## config.mk

```make
export PLATFORM = sky130hd
export DESIGN_NAME = mpu_ram_arbiter
export DESIGN_NICKNAME = d
export VERILOG_FILES = /design/src/rtl/mpu_pkg.sv /design/src/rtl/mpu_lane_rotate.sv /design/src/rtl/mpu_ram_arbiter.sv
export SDC_FILE = /design/constraint.sdc
export NUM_CORES = 1
export LEC_CHECK = 0
export ABC_AREA = 1
export CORE_UTILIZATION = 33
export DETAILED_ROUTE_END_ITERATION = 8
export PLACE_DENSITY = 0.76
export SYNTH_ARGS = -nofsm -noshare
export SYNTH_HDL_FRONTEND = slang
export SYNTH_SLANG_ARGS = --single-unit
```

## constraint.sdc

```tcl
create_clock -name sys_clk -period 3.3 [get_ports sys_clk]
set_clock_uncertainty 0.1 [all_clocks]
set_input_delay 0.495 -clock sys_clk [delete_from_list [all_inputs] [get_ports sys_clk]]
set_output_delay 0.495 -clock sys_clk [all_outputs]
set_load 0.01 [all_outputs]
```

## src/rtl/mpu_pkg.sv

```systemverilog
`default_nettype none
// ============================================================================
// mpu_pkg : shared constants and FSM encoding for the MPU RAM arbiter
// Rev 1.0 : initial release
// ============================================================================
package mpu_pkg;

   localparam int ADDR_W      = 15;
   localparam int LANE_ADR_W  = 12;
   localparam int LANES       = 8;
   localparam int FETCH_BYTES = 6;

   typedef enum logic [1:0] {
      IDLE  = 2'd0,
      F_ACK = 2'd1,
      H_ACK = 2'd2
   } state_t;

endpackage
`default_nettype wire

```

## src/rtl/mpu_lane_rotate.sv

```systemverilog
`default_nettype none
// ============================================================================
// mpu_lane_rotate : per-lane word addresses for an unaligned 6-byte fetch and
//                   rotation of the eight lane bytes into fetch byte order
// Rev 1.0 : initial release
// ============================================================================
module mpu_lane_rotate
   import mpu_pkg::*;
(
   input  logic [ADDR_W-1:0]            addr,
   input  logic [2:0]                   rot,
   input  logic [LANES*8-1:0]           lane_dat,
   output logic [LANES*LANE_ADR_W-1:0]  lane_adr,
   output logic [FETCH_BYTES*8-1:0]     fetch_dat
);

   // Lane k holds the window byte at word (addr+7-k)>>3; the 15-bit add wraps
   // the address space so a fetch near the top continues at byte 0.
   for (genvar k = 0; k < LANES; k++) begin : g_lane_adr
      logic [ADDR_W-1:0] w_sum;
      assign w_sum = addr + ADDR_W'(LANES - 1 - k);
      assign lane_adr[k*LANE_ADR_W +: LANE_ADR_W] = w_sum[ADDR_W-1:3];
   end

   for (genvar j = 0; j < FETCH_BYTES; j++) begin : g_byte_rot
      logic [2:0] w_sel;
      assign w_sel = rot + 3'(j);
      assign fetch_dat[j*8 +: 8] = lane_dat[{w_sel, 3'b000} +: 8];
   end

endmodule
`default_nettype wire

```

## src/rtl/mpu_ram_arbiter.sv

```systemverilog
`default_nettype none
// ============================================================================
// mpu_ram_arbiter : arbitrates an instruction fetch port and a byte host port
//                   onto eight byte-wide synchronous lane RAMs
// Rev 1.0 : initial release
// ============================================================================
module mpu_ram_arbiter
   import mpu_pkg::*;
#(
   parameter int STARVE_MAX = 4
) (
   input  logic                          sys_clk,
   input  logic                          sys_rst,
   input  logic                          f_req_i,
   input  logic [ADDR_W-1:0]             f_addr_i,
   output logic                          f_ack_o,
   output logic [FETCH_BYTES*8-1:0]      f_data_o,
   input  logic                          h_req_i,
   input  logic                          h_we_i,
   input  logic [ADDR_W-1:0]             h_addr_i,
   input  logic [7:0]                    h_dat_i,
   output logic [7:0]                    h_dat_o,
   output logic                          h_ack_o,
   output logic [LANES*LANE_ADR_W-1:0]   ram_adr_o,
   output logic [LANES-1:0]              ram_we_o,
   output logic [7:0]                    ram_dat_o,
   input  logic [LANES*8-1:0]            ram_dat_i
);

   state_t     r_state;
   logic [3:0] r_loss;
   logic [2:0] r_rot;
   logic       r_rd;

   logic                          w_idle;
   logic                          w_grant_f;
   logic                          w_grant_h;
   logic [LANES*LANE_ADR_W-1:0]   w_fetch_adr;
   logic [FETCH_BYTES*8-1:0]      w_fetch_dat;

   assign w_idle    = (r_state == IDLE);
   assign w_grant_f = w_idle & f_req_i & ~(h_req_i & (r_loss == 4'(STARVE_MAX)));
   assign w_grant_h = w_idle & h_req_i & ~w_grant_f;

   mpu_lane_rotate u_rotate (
      .addr      (f_addr_i),
      .rot       (r_rot),
      .lane_dat  (ram_dat_i),
      .lane_adr  (w_fetch_adr),
      .fetch_dat (w_fetch_dat)
   );

   always_ff @(posedge sys_clk) begin
      if (sys_rst) begin
         r_state <= IDLE;
         r_loss  <= 4'd0;
         r_rot   <= 3'd0;
         r_rd    <= 1'b0;
      end else begin
         unique case (r_state)
            IDLE: begin
               if (w_grant_f) begin
                  r_state <= F_ACK;
                  r_rot   <= f_addr_i[2:0];
               end else if (w_grant_h) begin
                  r_state <= H_ACK;
                  r_rot   <= h_addr_i[2:0];
                  r_rd    <= ~h_we_i;
               end
            end
            F_ACK:   r_state <= IDLE;
            H_ACK:   r_state <= IDLE;
            default: r_state <= IDLE;
         endcase

         if (!h_req_i || w_grant_h)
            r_loss <= 4'd0;
         else if (w_grant_f)
            r_loss <= r_loss + 4'd1;
      end
   end

   // A host write granted in the reset cycle still reaches the RAM; every
   // other RAM access is squashed while reset is high.
   always_comb begin
      ram_adr_o = '0;
      ram_we_o  = '0;
      ram_dat_o = '0;
      if (w_grant_f) begin
         if (!sys_rst)
            ram_adr_o = w_fetch_adr;
      end else if (w_grant_h) begin
         if (h_we_i) begin
            ram_dat_o = h_dat_i;
            for (int k = 0; k < LANES; k++) begin
               if (h_addr_i[2:0] == 3'(k)) begin
                  ram_adr_o[k*LANE_ADR_W +: LANE_ADR_W] = h_addr_i[ADDR_W-1:3];
                  ram_we_o[k]                           = 1'b1;
               end
            end
         end else if (!sys_rst) begin
            ram_adr_o = {LANES{h_addr_i[ADDR_W-1:3]}};
         end
      end
   end

   assign f_ack_o  = (r_state == F_ACK) & ~sys_rst;
   assign h_ack_o  = (r_state == H_ACK) & ~sys_rst;
   assign f_data_o = f_ack_o ? w_fetch_dat : '0;
   assign h_dat_o  = (h_ack_o & r_rd) ? ram_dat_i[{r_rot, 3'b000} +: 8] : 8'h00;

endmodule
`default_nettype wire
```

==> key figures <==
Finish
  • Area Growth Syn to Fin: 59.7%
  • Layout cells sized above 1: 10.7%
  • NumNets Final: 1793

Power
  • PD cells: 199 mW/mm^2
  • Sequential share of power: 6.7%
  • Clock Power Share: 12.1%
  • Pleak: 4.72 nW
  • Logic pwr share: 81.2%
  • Sw frac: 51.2%
  • Pint: 0.000986 W
  • Psw: 0.00103 W
  • Maximum VDD drop: 0.132 mV
  • Total power: 0.00202 W

Clocking
  • Clk root buf: clkbuf_16
  • Num CTS Buffers: 3
  • Worst-path clk slew: 0.04 ns
  • CTS Sinks: 10
  • H-tree depth: 1
  • Clk_lat worst skew: 0.24 ns
  • CTS tree: built
  • Max Buffers Root-to-Sink: 2

Setup path
  • Critical Path RT: 2.70 ns
  • CP startpoint kind: input port
  • Worst Path Arrival: 2.65 ns
  • CP Class: in -> out
  • Setup crit end kind: primary output
  • Critical path's largest stage delay: 0.61 ns
  • Slowest cell on crit path: clkdlybuf4s50_1
  • Worst-path cell chain: clkdlybuf4s50_1, buf_4, nand2_1, buf_4, o21ai_0, o21ai_0, o22ai_1, clkdlybuf4s50_1
  • Setup slack, reg-to-reg: 1.56 ns
  • Largest fanout on the critical path: 6

Die
  • Die Ht: 141 um
  • Total core area: 0.0188 sq mm
  • Row count: 50
  • Full die area: 0.0198 sq mm
  • I/O pin count: 277
  • Initial core utilization: 33.9%
  • Die W: 141 um

STA
  • Pins over their slew limit: 0
  • Worst setup margin: 0.0578 ns
  • Final setup vio count: 0
  • Crit share post-route: 98.2%
  • Final min period: 3.24 ns
  • Achievable frequency: 308 MHz
  • Rel. slew slack: 60.6%
  • Final number of hold-violating endpoints: 0
  • Measured slew at the worst slew-check pin: 0.584 ns
  • Fin Hold WS: 0.403 ns
  • RSZ-0062 raised after global routing: yes

Route
  • Via-to-Cell Ratio: 5.55
  • Vias: 10600
  • TritonRoute pass-1 iters: 5
  • Routed Antenna Nets: 0
  • Initial DRC count: 1176
  • Routed wire per std cell: 18.6 um
  • Post-route DRC: 0
  • Routed WL: 35.7 mm

Logic synthesis
  • Synth Warn #: 0
  • Most frequent cell after synthesis: nand2_1
  • Synth unique cells: 35
  • Prevailing post-synth register cell: dfxtp_1
  • Synth top area share: 32.3%
  • Post-synthesis cell area: 0.00636 sq mm
  • Syn nets: 1479
  • Synth async-reset ratio: 0%
  • Seq/Total Area, Yosys: 3.15%
  • Area contributors post-synth: nand2_1 32%, o21ai_0 15%, nand3_1 14%
  • Post-synth EDFFs: 0
  • Synth top cells by count: 547 x nand2_1, 195 x o21ai_0, 182 x nand3_1, 108 x nor2_1, 87 x inv_1
  • Syn_area_per_cell: 4.65 sq um
  • Cell taking the most area after synthesis: nand2_1
  • Mapped Cells: 1366
  • Synth Register Bits: 10

Status
  • Status: complete, no violations

Place
  • Hpwl dp: 28.1 mm
  • GP Congestion: 1.01
  • Pre-CTS setup slack: -0.0558 ns
  • Port Buf Inserts: 276

GRT
  • Largest net degree at the start of global routing: 102
  • Initial antenna violation count: 2
  • Vias in the first global route: 9469
  • Tot GR Track Use: 34.2%
  • First-pass GRT wire length: 52.8 mm
  • Congestion Overflow GR: 0

Worst hold path
  • Hold crit path type: reg -> reg

Flow run
  • MaxCap Viol Count: 0
-- placed cells by master, fill, tap and decap left out, types with 2 or more instances in the layout --
cell and instances:
o21ai_0 192, nand2_1 543, buf_12 8, a21oi_1 34, inv_2 11, nand2_4 4, dlymetal6s2s_1 6, a21oi_2 5
dlygate4sd2_1 2, and2_1 2, diode_2 2, inv_1 85, clkbuf_16 3, a21oi_4 3, nand2_2 12, nor2_4 5
dfxtp_1 9, clkinv_1 2, clkdlybuf4s50_1 267, o211ai_1 21, ha_1 6, buf_4 105, mux2i_1 7, xor2_1 4
nand3_2 3, nand4_1 8, nand3_1 181, o22ai_1 9, nor2_1 103, o21ai_1 16, nor2_2 11
-- metal layers --
metal	GRT usage, %	vias up	wire length (um)
li1	-	5091	-
met1	42.4	4758	14100
met2	58.8	674	16500
met3	4.42	103	3430
met4	15.8	0	1630
met5	0	-	0
-- layout make-up --
| type | count | area, sq um |
|---|---|---|
| inverters | 99 | 374 |
| repair buffers | 390 | 3730 |
| fillers | 1965 | 8610 |
| diodes | 2 | 5.00 |
| multi-input cells | 1176 | 5460 |
| well taps | 234 | 293 |
| flip-flops and latches | 10 | 201 |
| clock buffers | 4 | 88.8 |
-- power by group through the flow --
stage          Sequential, W  Combinational [W]  Clock, W
5_1_grt             0.000136            0.00178  0.000251
3_3_place_gp        0.000137            0.00160         0
3_5_place_dp        0.000138            0.00160         0
2_1_floorplan       0.000136           0.000835         0
4_1_cts             0.000135            0.00161  0.000243
6_report            0.000135            0.00164  0.000244
-- per-stage QoR --
stage | utilization [%] | cells | instance area [sq um] | TNS [ns]
final | 54.1 | 1915 | 10200 | 0
after detailed placement | 53.1 | 1907 | 9960 | -0.122
after global routing | 54.1 | 1915 | 10200 | -0.0314
after floorplan | - | 1366 | 6360 | 0
after global placement | 53.1 | 1907 | 9960 | -0.225
after CTS | 53.5 | 1911 | 10000 | 0
-- state kept, by name (all words and copies together), names as in the netlist --
name     cells
r_loss       4
r_rot        3
r_state      2
r_rd         1
-- critical path, delay by kind of cell --
kind	cells	cell delay (ns)
AOI/OAI and AO/OA	3	0.57
buffers and inverters	4	1.47
and+or+nand+nor	1	0.09
-- worst paths after layout --
path | end | cells past startpoint | startpoint
worst max-delay path | ram_adr_o[72] | 8 | f_addr_i[2]
worst min-delay path | r_loss[1] | 2 | r_loss[1]
worst max register to register | r_loss[3] | 10 | r_loss[0]
worst min register to register | r_loss[1] | 2 | r_loss[1]
-- repair_timing --
action	4_1_cts	5_1_grt
gates resized for setup	4	27
hold buffers	0	0
setup buffers	0	2
setup endpoints to repair	7	67
-- cell families after synthesis --
group | count (synthesis) | share of synthesized area [%]
compound gates | 281 | 23.7
mux | 7 | 1.10
buf+inv | 180 | 12.0
flops | 10 | 3.15
simple gates | 875 | 57.7
xor+xnor | 7 | 1.20
fa+ha+maj | 6 | 1.18
Note: power is estimated with default switching activity, not from simulation.
